$ cat config.mk
export PLATFORM = sky130hd
export DESIGN_NAME = parallel_cmd_mux
export DESIGN_NICKNAME = d
export VERILOG_FILES = /design/src/rtl/parallel_cmd_mux.sv
export SDC_FILE = /design/constraint.sdc
export NUM_CORES = 1
export LEC_CHECK = 0
export ABC_AREA = 1
export BUFFER_PORTS_ARGS = -buffer_cell sky130_fd_sc_hd__buf_2
export CAP_MARGIN = 5
export CORE_MARGIN = 2
export CORE_UTILIZATION = 25
export DETAILED_ROUTE_END_ITERATION = 10
export GPL_TIMING_DRIVEN = 0
export HOLD_SLACK_MARGIN = 0.02
export PLACE_DENSITY_LB_ADDON = 0.1
export SLEW_MARGIN = 30
export SYNTH_ARGS = -nofsm -noshare
export SYNTH_HDL_FRONTEND = slang
export SYNTH_SLANG_ARGS = --single-unit
$ cat constraint.sdc
create_clock -name clock -period 1.95 [get_ports clock]
set_input_delay 0 -clock clock [delete_from_list [all_inputs] [get_ports clock]]
set_output_delay 0 -clock clock [all_outputs]
set_load 0.02 [all_outputs]
$ cat src/rtl/parallel_cmd_mux.sv
// Command/response sequencer between the Pi parallel byte link and NUM_CH sample channels.
// Decodes strobed command bytes and returns a snapshotted sample one byte per strobe, LSB first.
module parallel_cmd_mux #(
   parameter int unsigned NUM_CH     = 3,
   parameter int unsigned SAMPLE_W   = 16,
   parameter logic [7:0]  CMD_BASE   = 8'h78,
   parameter logic [7:0]  STATUS_CMD = 8'h3F,
   parameter logic [7:0]  ERR_BYTE   = 8'hEE
) (
   input  logic                       clock,
   input  logic                       reset,
   input  logic                       bus_strobe,
   input  logic                       bus_cs_n,
   input  logic [7:0]                 cmd_byte,
   input  logic [NUM_CH*SAMPLE_W-1:0] ch_data,
   input  logic [NUM_CH-1:0]          ch_valid,
   output logic [7:0]                 resp_byte,
   output logic [2:0]                 channel_sel,
   output logic                       busy,
   output logic [NUM_CH-1:0]          fresh,
   output logic [7:0]                 err_count
);

   localparam int unsigned NBYTES = (SAMPLE_W + 7) / 8;
   localparam int unsigned IDX_W  = $clog2(NBYTES + 1);
   localparam int unsigned SNAP_W = NBYTES * 8;

   typedef enum logic {StIdle, StSend} state_t;

   state_t              state;
   logic [IDX_W-1:0]    idx;
   logic [SNAP_W-1:0]   snap;
   logic                strobe_s1, strobe_s2, strobe_s3;
   logic                cs_s1, cs_s2;

   logic                bus_event;
   logic [7:0]          cmd_off;
   logic                is_ch;
   logic                ch_accept;
   logic [SNAP_W-1:0]   sel_snap;
   logic [NUM_CH-1:0]   clr_mask;
   logic [NUM_CH-1:0]   fresh_d;
   logic [7:0]          send_byte;
   logic [7:0]          status_byte;

   assign bus_event = strobe_s2 & ~strobe_s3 & ~cs_s2;
   assign cmd_off   = cmd_byte - CMD_BASE;
   // 9-bit compare so CMD_BASE+NUM_CH may exceed 255 without wrapping.
   assign is_ch     = ({1'b0, cmd_byte} >= {1'b0, CMD_BASE}) &&
                      ({1'b0, cmd_byte} < ({1'b0, CMD_BASE} + 9'(NUM_CH)));
   assign ch_accept = bus_event && (state == StIdle) && is_ch;

   always_comb begin
      sel_snap = '0;
      clr_mask = '0;
      for (int k = 0; k < NUM_CH; k++) begin
         if (cmd_off == 8'(k)) begin
            sel_snap[SAMPLE_W-1:0] = ch_data[k*SAMPLE_W +: SAMPLE_W];
            clr_mask[k]            = 1'b1;
         end
      end
   end

   always_comb begin
      send_byte = '0;
      for (int i = 0; i < NBYTES; i++) begin
         if (idx == IDX_W'(i)) send_byte = snap[i*8 +: 8];
      end
   end

   always_comb begin
      status_byte               = '0;
      status_byte[NUM_CH-1:0]   = fresh;
   end

   // A new sample arriving in the same cycle as its read keeps the flag set.
   assign fresh_d = (fresh & ~(ch_accept ? clr_mask : '0)) | ch_valid;

   always_ff @(posedge clock) begin
      if (reset) begin
         state       <= StIdle;
         idx         <= '0;
         snap        <= '0;
         strobe_s1   <= 1'b0;
         strobe_s2   <= 1'b0;
         strobe_s3   <= 1'b0;
         cs_s1       <= 1'b0;
         cs_s2       <= 1'b0;
         resp_byte   <= '0;
         channel_sel <= '0;
         busy        <= 1'b0;
         fresh       <= '0;
         err_count   <= '0;
      end else begin
         strobe_s1 <= bus_strobe;
         strobe_s2 <= strobe_s1;
         strobe_s3 <= strobe_s2;
         cs_s1     <= bus_cs_n;
         cs_s2     <= cs_s1;
         fresh     <= fresh_d;

         case (state)
            StIdle: begin
               if (bus_event) begin
                  if (is_ch) begin
                     snap        <= sel_snap;
                     channel_sel <= cmd_off[2:0];
                     resp_byte   <= sel_snap[7:0];
                     if (NBYTES > 1) begin
                        idx   <= IDX_W'(1);
                        busy  <= 1'b1;
                        state <= StSend;
                     end
                  end else if (cmd_byte == STATUS_CMD) begin
                     resp_byte <= status_byte;
                  end else begin
                     resp_byte <= ERR_BYTE;
                     if (err_count != 8'hFF) err_count <= err_count + 8'd1;
                  end
               end
            end
            StSend: begin
               // Deselect mid-reply abandons the reply; resp_byte and idx are left as-is.
               if (cs_s2) begin
                  busy  <= 1'b0;
                  state <= StIdle;
               end else if (bus_event) begin
                  resp_byte <= send_byte;
                  idx       <= idx + IDX_W'(1);
                  if (idx == IDX_W'(NBYTES - 1)) begin
                     busy  <= 1'b0;
                     state <= StIdle;
                  end
               end
            end
            default: state <= StIdle;
         endcase
      end
   end

endmodule
== Word level (Yosys, flattened, before mapping) ==
Index checks and enable logic that the tools add are counted.

* $mul: 0
* Div/mod/pow operators: 0
* Add/subtract/negate cells: 3
* Reductions and logical operators: 10
* Bitwise operators: 10
* Equal/unequal tests: 11
* Multiplexer cells: 32
* Magnitude comparators: 2
* Shift operators: 0

{| class="wikitable"
|+ Operators with widths
! operator !! count
|-
| 8-bit two-way mux || 7
|-
| 16-bit two-way mux || 3
|-
| 8-bit one-hot mux with 2 select lines || 1
|-
| 1-bit two-way mux || 13
|-
| 8-bit by 1-bit adder with 8-bit output, second input constant || 1
|-
| 8-bit by 1-bit == test with 1-bit output, second input constant || 1
|-
| 8-bit by 2-bit == test with 1-bit output, second input constant || 1
|-
| 8-bit by 6-bit == test with 1-bit output, second input constant || 1
|-
| 8-bit by 7-bit >= comparator with 1-bit output, second input constant || 1
|-
| 8-bit logical NOT || 1
|-
| 8-bit by 7-bit < comparator with 1-bit output, second input constant || 1
|-
| 2-bit two-way mux || 4
|-
| 8-bit != test, second input constant || 1
|-
| 4-bit AND reduction || 2
|-
| 8-bit by 7-bit subtractor with 8-bit output, second input constant || 1
|-
| 2-bit != test, second input constant || 3
|-
| 3-bit by 1-bit != test with 1-bit output, second input constant || 2
|-
| 3-bit AND reduction || 2
|-
| 1-bit inverter || 5
|-
| 5-bit AND reduction || 1
|-
| 1-bit one-hot mux with 2 select lines || 2
|-
| 2-bit one-hot mux with 2 select lines || 1
|-
| 3-bit AND || 1
|-
| 1-bit logical AND || 3
|-
| other kinds (8) || 9
|}

* Bits in writable memories: 0
* Bits in registers: 47
* Memories kept: 0
* Latch bits: 0
* Word-level logic and storage cells: 81
* ROM bits: 0

== Depth between registers and ports, before layout ==
Gate-level depths: netlist of run 1.

* Depth in word-level cells: 9
* Gate-level depth with buffers: 11
* Mapped depth without buffers: 11

== Worst setup path after synthesis of run 1 ==
Ideal clock, no wire load.

* Path type: flip-flop to flip-flop
* Start point: reg strobe_s2
* End point: reg err_count[2]
* Arrival time: 1339 ps
* Setup slack: 480 ps
* Cell stages (with the launch flop): 10
* Buffers on the path: 1
* Cells stage by stage: dfxtp_1 -> inv_1 -> or2_1 -> nor2_4 -> nand2_1 -> nor2_1 -> nand2_1 -> buf_4 -> nor3_1 -> nor3_2

* Longest elaborated chain between the ends: 3

{| class="wikitable"
|+ RTL lines
! element !! RTL line !! RTL
|-
| start, declared || 33 || <nowiki>logic strobe_s1, strobe_s2, strobe_s3;</nowiki>
|-
| start signal, assigned || 96 || <nowiki>strobe_s2 <= strobe_s1;</nowiki>
|-
| 1-bit AND (2 in series) || 46 || <nowiki>assign bus_event = strobe_s2 & ~strobe_s3 & ~cs_s2;</nowiki>
|-
| 5-bit AND reduction (no source line) || n/a ||
|-
| end signal, assigned || 118 || <nowiki>if (err_count != 8'hFF) err_count <= err_count + 8'd1;</nowiki>
|-
| end, declared || 21 || <nowiki>output logic [7:0] err_count</nowiki>
|}

Every way passes these cells.
A chain may end at the register's enable or synchronous reset.

== Final worst setup path of run 1 ==
* Start point: reg strobe_s2
* End point: reg resp_byte[0]

* Longest elaborated chain between the ends: 4
* Elaborated cells on any way between the ends: 5
* Those cells by class: eq/ne: 2; bitwise: 2; reduce/logical: 1

{| class="wikitable"
|+ RTL lines
! element !! RTL line !! RTL
|-
| 1-bit AND (*) (2 in series) || 46 ||
|-
| 2-bit != test (no source line) or 2-bit by 1-bit != test with 1-bit output (tied branches) || n/a ||
|-
| 3-bit AND reduction (no source line) (*) || n/a ||
|-
| end signal, assigned || 108 || <nowiki>resp_byte <= sel_snap[7:0];</nowiki>
|-
| end signal, assigned || 115 || <nowiki>resp_byte <= status_byte;</nowiki>
|-
| end signal, assigned || 128 || <nowiki>resp_byte <= send_byte;</nowiki>
|-
| end, declared || 17 || <nowiki>output logic [7:0] resp_byte,</nowiki>
|}

Every way passes the cells marked *; elsewhere a longest branch is shown, timed or not.

==> impl_results.md, run 1 <==
* Outcome: complete, no violations
* Worst VDD drop at between 0.2 and 0.3 mV
* Asr flop ratio synth at 0%
* Startpoint Class: flop
* WP data required at 2130 ps
* Slowest CP cell: clkbuf_1
* Worst-skew pair later-pin latency at approximately 310 ps
* Clock sinks at 47
* Cell family with most CP delay: buffers and inverters
* RSZ-0062 raised after global routing: no
* Crit-path cells: inv_1 -> or2_1 -> nor2_4 -> clkbuf_1 -> o21ai_0 -> o22ai_1 -> a21oi_1
* I/O Buffers at between 80 and 90
* DRC Markers at 0
* Die footprint at ~0.011 mm²
* Final ANT Viol Nets at 0
* Ratio of cells with drive above 1 in the final layout at a little over a quarter
* Max-slew headroom at between 50% and 60%
* CTS Root Cell: clkbuf_8
* Unique cell type count in the Yosys netlist at 33
* Area delta synth->final at 27.5%
* Cell Pwr Density at ~560 mW/mm²
* H-tree levels at 2
* GRT Residual Overflow at 0
* Wire per inst at between 10 and 15 µm
* Die height at 107 µm
* Nets at ~550
* Setup Viol. Count Final at 0
* Slew @ Worst Pin at ~630 ps
* CTS tree: yes
* WS Path Type: flop to flop
* Worst-path fanout max at 10
* Leakage at about 0.0016 µW
* Reg2reg setup slack at 150 ps
* Synthesized area per cell at 6.86 µm²
* Buffer levels on the longest clock path at 2
* Non-Filler Instances at about 620
* Total power after layout at approximately 1900 µW
* Arrival time worst endpoint at 1980 ps
* Initial antenna violation count at 0
* Core Box Area at between 0.01 and 0.015 mm²
* Post-CTS setup buffer count at 0
* Ant diodes at 0
* Worst Hold End: snap[9]$_SDFFE_PP0P_
* Clock transition at path regs at approximately 100 ps
* FF-to-FF Start: strobe_s2$_SDFF_PP0_
* Die X at ~110 µm
* Number of global-route vias before repair at 2732
* Initial DRC count at between 90 and 100
* Synth warnings at 0
* DP Area at around 0.0032 mm²
* Starting Density at 25.7%
* DP Wirelength at ~6700 µm
* Design area at ~0.0034 mm²
* IO Pins at 86
* Buf/Inv on CP at 2
* Most frequent cells in the layout: buf_2 (87), nand2_1 (57), nand3_1 (52)
* Pre-Repair DR Iteration Count at 4
* First-pass GRT wire length at 13700 µm
* Placed cells at about 600
* Std-Cell Rows at 37
* Seq/Total Area, Yosys at a little over a third
* Total wire length at 8490 µm
* RePlAce Congestion at around 0.8
* Most common cell after layout, fill and taps aside: buf_2
* Hold wc startpoint: ch_data[41]
* Worst setup EP type: flop
* Hold path cells at 5
* Worst-case reg-to-reg path depth at 7
* Mapped Area at between 0.002 and 0.003 mm²
* Synthesized Nets at between 400 and 500
* CTS Buf Count at 5
* Vias at ~2800
* Tmin final at ~1800 ps
* Final Cycle Share at around 92%
* Hold Vio Cnt, Final at 0
* Yosys reg bits at 47
* Post-CTS Resized at 0
* Worst r2r dst: resp_byte[0]$_SDFFE_PP0P_
* Post-synth EDFFs at 0
* Largest net degree at the start of global routing at 18
* TNS Setup at 0 ps
* Fmax at approximately 550 MHz
* Max incr delay on CP at around 440 ps
* Pins Over Slew Limit at 0
* GRT Total Usage at between 15 and 20%
* Synth Flop Type: dfxtp_1
* Final Skew at between 7 and 8 ps
* Min-Delay Path Class: input pin to flop
* Vias per inst at roughly 4.6
* Post-Synthesis Cells at about 390
* Max-cap violation count at 0
-- worst register-to-register path, delay by kind of cell (launching register included) --
kind                   cells  cell delay, ps
AO/OA/AOI/OAI              3             470
buffers and inverters      2             480
flip-flops                 1             320
AND/OR/NAND/NOR            2             400
-- how the worst max path moves through the flow --
stage / endpoint / depth (start not counted) / slack [ps] / from
after detailed placement: resp_byte[1]$_SDFFE_PP0P_ / 8 / 100 / idx[1]$_SDFFE_PP0P_
after global routing: resp_byte[0]$_SDFFE_PP0P_ / 7 / 20 / strobe_s2$_SDFF_PP0_
after global placement: resp_byte[1]$_SDFFE_PP0P_ / 8 / 90 / idx[1]$_SDFFE_PP0P_
after CTS: resp_byte[1]$_SDFFE_PP0P_ / 8 / 60 / idx[1]$_SDFFE_PP0P_
after floorplan: err_count[2]$_SDFFE_PP0P_ / 9 / 480 / strobe_s2$_SDFF_PP0_
final: resp_byte[0]$_SDFFE_PP0P_ / 7 / 150 / strobe_s2$_SDFF_PP0_
-- sequential cells by signal, summed over array words and instances, names as in the netlist, 2 cells and up --
name	count
idx	2
err_count	8
channel_sel	3
snap	16
fresh	3
resp_byte	8
-- through the flow --
step                setup WS, ps  util [%]  hold slack (ps)
finish                       147      32.8             29.4
global route                22.1      32.8             52.9
CTS                         55.6      32.9             26.2
detailed placement          96.5      31.5              212
global placement            93.6      31.5              206
floorplan                    480         -              107
-- cell families (layout without fill, tap and decap cells) --
logic type,after synthesis,count (layout),synth area share (%)
compound gates,81,81,16.2
xor+xnor,3,3,0.989
fa+ha+maj,4,4,1.88
buf+inv,66,161,11.0
flops,47,47,35.4
simple gates,186,186,34.5
-- cells in the mapped netlist, drive strengths merged, types with 2 or more instances --
master	n	area, µm²
a21oi	35	175
xnor2	2	17.5
nor2	45	211
or2	6	37.5
nand4	10	62.6
nand2	59	226
o21ai	37	185
ha	4	50.1
inv	45	169
o22ai	3	18.8
nor3	8	55.1
nand3	57	318
buf	12	90.1
clkbuf	9	33.8
o211ai	3	22.5
dfxtp	47	941
-- what timing repair did --
action                                  CTS  global route
endpoints found under the setup margin    0             7
hold buffers                              5             0
endpoints found under the hold margin     5             0
-- metal layers --
layer / routed length, µm / global-route usage [%]
met1: 4120 / 20.3
met2: 3960 / 26.0
met3: 354 / 2.37
met4: 63 / 3.06
met5: 0 / 0
-- power breakdown --
part / switching (µW) / leakage, µW / internal [µW]
sequential: 13.6 / 0.000382 / 979
clock: 384 / 0.0000467 / 266
combinational: 145 / 0.00113 / 103
-- area by class of cell --
| type | count | area, µm² |
|---|---|---|
| Sequential cell | 47 | 941 |
| Tap cell | 136 | 170 |
| Clock buffer | 5 | 68.8 |
| Inverter | 45 | 169 |
| Clock inverter | 3 | 27.5 |
| Fill cell | 1155 | 6940 |
| Buffer | 19 | 116 |
| Multi-Input combinational cell | 274 | 1420 |
| Timing Repair Buffer | 89 | 470 |
Power figures use the tool's default switching activity.
==> run 2: changes to the inputs <==
- CORE_ASPECT_RATIO: default -> 0.9
- MAX_ROUTING_LAYER: default -> met4
==> impl_results.md, run 2 (synthesized netlist as in run 1, its figures left out) <==
* Initial DRC count at 178 (+84%)
* Reg with most FFs: snap
* Largest register FFs at 16 (unchanged)
* Worst VDD drop at 0.313 mV (+15%)
* Worst-path fanout max at 10 (unchanged)
* Cell Pwr Density at 645 mW/mm² (+15%)
* Place WS at 78.5 ps (-18.0 ps)
* Max-cap violation count at 0 (unchanged)
* Starting Density at 25.8% (+0.081 points)
* Number of global-route vias before repair at 2651 (-3.0%)
* Final Skew at 5.28 ps (-2.64 ps)
* Non-Filler Instances at 612 (-0.97%)
* Final hold slack at 39.8 ps (+10.4 ps)
* Pins Over Slew Limit at 0 (unchanged)
* Worst-skew pair later-pin latency at 280 ps (-30 ps)
* Core Box Area at 0.0103 mm² (-0.32%)
* Most common cell after layout, fill and taps aside: buf_2
* Total wire length at 8420 µm (-0.84%)
* DRC Markers at 0 (unchanged)
* Outcome: complete, no violations
* Vias at 2809 (-0.35%)
* RePlAce Congestion at 0.753 (-6.2%)
* RSZ-0062 raised after global routing: no
* Most frequent cells in the layout: buf_2 (87), nand2_1 (57), nand3_1 (52)
* Tmin final at 1810 ps (+7.75 ps)
* Final setup margin at 140 ps (-7.75 ps)
* Vias per inst at 4.59 (+0.62%)
* Nets at 549 (+0.18%)
* CTS tree: yes
* DP Area at 0.00324 mm² (-0.27%)
* Ratio of cells with drive above 1 in the final layout at 26.5% (+0.15 points)
* Clock sinks at 47 (unchanged)
* Leakage at 0.00160 µW (+2.8%)
* Initial antenna violation count at 0 (unchanged)
* Worst setup EP type: flop
* Final ANT Viol Nets at 0 (unchanged)
* GRT Residual Overflow at 0 (unchanged)
* Clock transition at path regs at 60 ps (-40 ps)
* Slowest CP cell: ha_1
* Die footprint at 0.0115 mm² (about the same)
* Fmax at 552 MHz (-0.43%)
* Min-Delay Path Class: input pin to flop
* Area delta synth->final at 30.2%
* Buf/Inv on CP at 3 (+1)
* Slew @ Worst Pin at 636 ps (+4.86 ps)
* CTS Buf Count at 5 (unchanged)
* Final Cycle Share at 92.8% (+0.40 points)
* TNS Setup at 0 ps (unchanged)
* H-tree levels at 2 (unchanged)
* Arrival time worst endpoint at 1960 ps (-20 ps)
* Pre-Repair DR Iteration Count at 4 (unchanged)
* Crit-path cells: inv_1 -> ha_1 -> inv_1 -> clkbuf_2 -> o21ai_0 -> o21ai_0 -> o22ai_1 -> a21oi_1
* Wire per inst at 13.8 µm (+0.14%)
* DP Wirelength at 6660 µm (-0.23%)
* WS Path Type: flop to flop
* Hold Vio Cnt, Final at 0 (unchanged)
* Die X at 113 µm (+5.2%)
* GRT Total Usage at 15.5% (+0.29 points)
* Die height at 102 µm (-4.9%)
* Largest net degree at the start of global routing at 15 (-3)
* Std-Cell Rows at 35 (-5.4%)
* Buffer levels on the longest clock path at 2 (unchanged)
* Design area at 0.00346 mm² (+2.2%)
* WP data required at 2100 ps (-30 ps)
* Setup Viol. Count Final at 0 (unchanged)
* I/O Buffers at 84 (unchanged)
* Max incr delay on CP at 320 ps (-120 ps)
* Ant diodes at 0 (unchanged)
* Max-slew headroom at 57.6% (-0.32 points)
* Startpoint Class: flop
* Regs by FF count: snap: 16 flops, err_count: 8 flops, resp_byte: 8 flops
* CTS Root Cell: clkbuf_16
* IO Pins at 86 (unchanged)
* Cell family with most CP delay: compound AO/OA/AOI/OAI gates
* Placed cells at 600 (-1.2%)
* First-pass GRT wire length at 13600 µm (-0.20%)
==> run 2: timing repair <==
item	in CTS	in global routing
buffers inserted	0	0
gates resized for setup	0	2
setup endpoints to repair	0	3
hold buffers	5	0
endpoints found under the hold margin	5	0
==> run 2: stage by stage <==
step           power [µW]  util, %
3_3_place_gp         1250     31.5
3_5_place_dp         1250     31.5
5_1_grt              2340     33.6
4_1_cts              2260     33.6
6_report             2230     33.6
2_1_floorplan        1140        -
==> run 2: area by class of cell <==
class | count | area [µm²]
clock buffer | 6 | 139
buffer | 20 | 121
multi-input combinational | 274 | 1420
clock inverter | 2 | 35.0
fill | 1099 | 6830
tap | 129 | 161
inverter | 45 | 169
sequential | 47 | 941
timing repair buffer | 89 | 470
==> run 2: power breakdown <==
group | internal, µW | leakage [µW] | switching [µW]
sequential | 980 | 0.000382 | 12.9
combinational | 102 | 0.00114 | 143
clock | 637 | 0.0000868 | 355
==> run 2: final timing paths <==
path                                           start                     endpoint  slack [ps]  cells after the start
worst max-delay path             idx[1]$_SDFFE_PP0P_    resp_byte[1]$_SDFFE_PP0P_         140                      8
worst min-delay path                     cmd_byte[1]  channel_sel[1]$_SDFFE_PP0P_          40                      3
worst max register to register   idx[1]$_SDFFE_PP0P_    resp_byte[1]$_SDFFE_PP0P_         140                      8
worst min register to register  strobe_s1$_SDFF_PP0_         strobe_s2$_SDFF_PP0_         400                      2
==> run 2: worst reg2reg max path, stage by stage, from the launching register on <==
cell and delay [ps]:
dfxtp_1 310, inv_1 80, ha_1 320, inv_1 140, clkbuf_2 220, o21ai_0 270, o21ai_0 110, o22ai_1 150
a21oi_1 80
==> run 2: per-layer routing <==
metal  wire, µm  track usage, %  vias to the layer above  share of wire [%]
met1       4280            21.1                     1249                 51
met2       3640            23.9                       72                 43
met5          0               -                        -                  0
met4         85            3.28                        0                1.0
li1           -               -                     1481                  -
met3        417            3.29                        7                5.0
==> run 3: changes to the inputs <==
- ABC_AREA: 1 -> 0
- GPL_ROUTABILITY_DRIVEN: default -> 0
- clock period: 1.95 -> 2.05 ns (I/O delays scaled with it)
==> impl_results.md, run 3 <==
* Post-synth top cells: dfxtp_1 (47), nor2_1 (37), nand2_1 (36)
* Vias per inst at 4.59 (about the same)
* Worst VDD drop at 0.257 mV (-18%)
* GRT Residual Overflow at 0 (unchanged)
* Final ANT Viol Nets at 0 (unchanged)
* First-pass GRT wire length at 12300 µm (-10%)
* Max incr delay on CP at 500 ps (+180 ps)
* Most common cell after layout, fill and taps aside: buf_2
* Share of the synthesized area in the top cell type at 38.2% (+2.7 points)
* Regs by FF count: snap: 16 flops, err_count: 8 flops, resp_byte: 8 flops
* Clk network pwr share at 35.4% (-9.1 points)
* Die X at 109 µm (-3.5%)
* Synth warnings at 0 (unchanged)
* Std-Cell Rows at 34 (-2.9%)
* Buffer levels on the longest clock path at 2 (unchanged)
* Post-Synthesis Cells at 295 (-24%)
* Net Sw Frac at 25.5% (+2.6 points)
* Unique cell type count in the Yosys netlist at 54 (+64%)
* Core Box Area at 0.00961 mm² (-6.6%)
* Yosys reg bits at 47 (unchanged)
* Seq/Total Area, Yosys at 38.2% (+2.7 points)
* Comb power frac at 15.3% (+4.3 points)
* Initial antenna violation count at 0 (unchanged)
* WS Path Type: flop to flop
* Asr flop ratio synth at 0% (unchanged)
* Wire per inst at 14.5 µm (+5.2%)
* Switching power at 487 µW (-4.7%)
* Clock sinks at 47 (unchanged)
* Worst-path fanout max at 6 (-4)
* Worst setup EP type: flop
* Area contributors post-synth: dfxtp_1 (38%), mux2i_1 (7.3%), a21oi_1 (5.7%), nor2_1 (5.6%), nand2_1 (5.5%)
* Cell with the most instances after synthesis: dfxtp_1
* Min-Delay Path Class: input pin to flop
* DP Wirelength at 5850 µm (-12%)
* I/O Buffers at 85 (+1.2%)
* Final hold slack at 23.3 ps (-16.5 ps)
* CTS Buf Count at 5 (unchanged)
* Hold Vio Cnt, Final at 0 (unchanged)
* Max-slew headroom at 38.9% (-19 points)
* Nets at 479 (-13%)
* Synthesized Nets at 362 (-20%)
* CTS Root Cell: clkbuf_8
* Pre-Repair DR Iteration Count at 4 (unchanged)
* Worst-skew pair later-pin latency at 300 ps (+20 ps)
* Slowest CP cell: or3_4
* Placed cells at 506 (-16%)
* Reg with most FFs: snap
* Non-Filler Instances at 538 (-12%)
* Fmax at 507 MHz (-8.2%)
* Yosys top cell by area: dfxtp_1
* Starting Density at 25.7% (-0.16 points)
* Ant diodes at 0 (unchanged)
* Setup Viol. Count Final at 0 (unchanged)
* DRC Markers at 0 (unchanged)
* Max-cap violation count at 0 (unchanged)
* Startpoint Class: flop
* Die height at 98.2 µm (-3.5%)
* Tmin final at 1970 ps (+163 ps)
* H-tree levels at 2 (unchanged)
* Largest net degree at the start of global routing at 14 (-1)
* Most frequent cells in the layout: buf_2 (87), dfxtp_1 (45), nor2_1 (37)
* Final Cycle Share at 96.2% (+3.4 points)
* Area delta synth->final at 39.7%
* Part of the power in registers at 49.3% (+4.8 points)
* Arrival time worst endpoint at 2220 ps (+260 ps)
* P_int at 1420 µW (-17%)
* Fin util at 35.8% (+2.2 points)
* Mapped Area at 0.00247 mm² (-7.2%)
* Synth Flop Type: dfxtp_1
* Slew @ Worst Pin at 911 ps (+274 ps)
* Ratio of cells with drive above 1 in the final layout at 30.6% (+4.1 points)
* Total power after layout at 1910 µW (-15%)
* Clock transition at path regs at 90 ps (+30 ps)
* Die footprint at 0.0107 mm² (-6.9%)
* Post-synth EDFFs at 0 (unchanged)
* Leakage at 0.00142 µW (-12%)
* GRT Total Usage at 15.2% (-0.29 points)
* Vias at 2469 (-12%)
* Crit-path cells: or3b_4 -> nor3_4 -> nand3_2 -> or3_4 -> clkbuf_16 -> o21ai_2
* Final Skew at 3.73 ps (-1.55 ps)
* WP data required at 2290 ps (+190 ps)
* Total wire length at 7790 µm (-7.5%)
* Synthesized area per cell at 8.36 µm² (+22%)
* IO Pins at 86 (unchanged)
* Outcome: complete, no violations
* Pins Over Slew Limit at 0 (unchanged)
* Cell Pwr Density at 553 mW/mm² (-14%)
* Largest register FFs at 16 (unchanged)
* Initial DRC count at 104 (-42%)
* RSZ-0062 raised after global routing: no
* CTS tree: yes
* Number of global-route vias before repair at 2409 (-9.1%)
run 3: cell count changes after synthesis, moves of 9 or more:
cell     previous run  this run
inv_1              42         6
nand3_1            52         6
nand2_1            57        36
mux2i_1             0        18
nand4_1            10         1
o21ai_0            21         9
run 3: layout make-up:
cell class,count,area (µm²)
flip-flops and latches,47,943
multi-input cells,225,1430
inverters,6,22.5
repair buffers,111,701
well taps,126,158
clock buffers,6,72.6
fillers,1079,6170
clock inverters,1,30.0
plain buffers,16,91.3
run 3: cell families after synthesis:
kind of cell	after synthesis	synth area share [%]
compound gates	86	23.4
simple gates	112	22.8
flops	47	38.2
fa+ha+maj	4	2.03
buf+inv	23	4.52
xor+xnor	5	1.78
mux	18	7.31
run 3: path summary, 6_finish.rpt:
check | from | to | slack [ps] | cells past startpoint
worst max-delay path | cs_s2$_SDFF_PP0_ | snap[13]$_SDFFE_PP0P_ | 80 | 6
worst min register to register | strobe_s1$_SDFF_PP0_ | strobe_s2$_SDFF_PP0_ | 440 | 1
worst max register to register | cs_s2$_SDFF_PP0_ | snap[13]$_SDFFE_PP0P_ | 80 | 6
worst min-delay path | ch_data[35] | snap[3]$_SDFFE_PP0P_ | 20 | 3
run 3: per-layer routing:
layer	vias to the layer above	GRT usage, %	routed length [µm]
li1	1285	-	-
met1	1121	22.0	4040
met2	56	22.1	3350
met3	7	2.14	278
met4	0	4.14	123
met5	-	-	0
run 3: power by group through the flow:
stage / clock, µW / combinational [µW] / sequential (µW)
after floorplan: 0 / 128 / 975
after global placement: 0 / 261 / 962
after detailed placement: 0 / 265 / 962
after CTS: 695 / 292 / 941
after global routing: 731 / 325 / 943
final: 676 / 291 / 940
run 3: stage by stage:
step	TNS, ps	worst slack (ps)	instance area [µm²]
after global placement	-671	-77.4	3050
after CTS	0	3.32	3340
after floorplan	0	161	2470
after detailed placement	-673	-82.0	3050
after global routing	0	6.83	3450
final	0	77.1	3450
run 3: timing repair:
| action | in CTS | in global routing |
|---|---|---|
| cloned | 0 | 2 |
| pin swaps | 0 | 3 |
| setup endpoints to repair | 10 | 23 |
| setup buffers | 0 | 6 |
| hold buffers | 18 | 0 |
| hold endpoints to repair | 21 | 0 |
| resized for setup | 1 | 9 |
run 3: worst max-delay path, delay by kind of cell, from the launching register on:
kind | cells | cell delay (ps)
AO/OA/AOI/OAI | 1 | 110
buffers and inverters | 1 | 200
flip-flops | 1 | 340
AND/OR/NAND/NOR | 4 | 1270
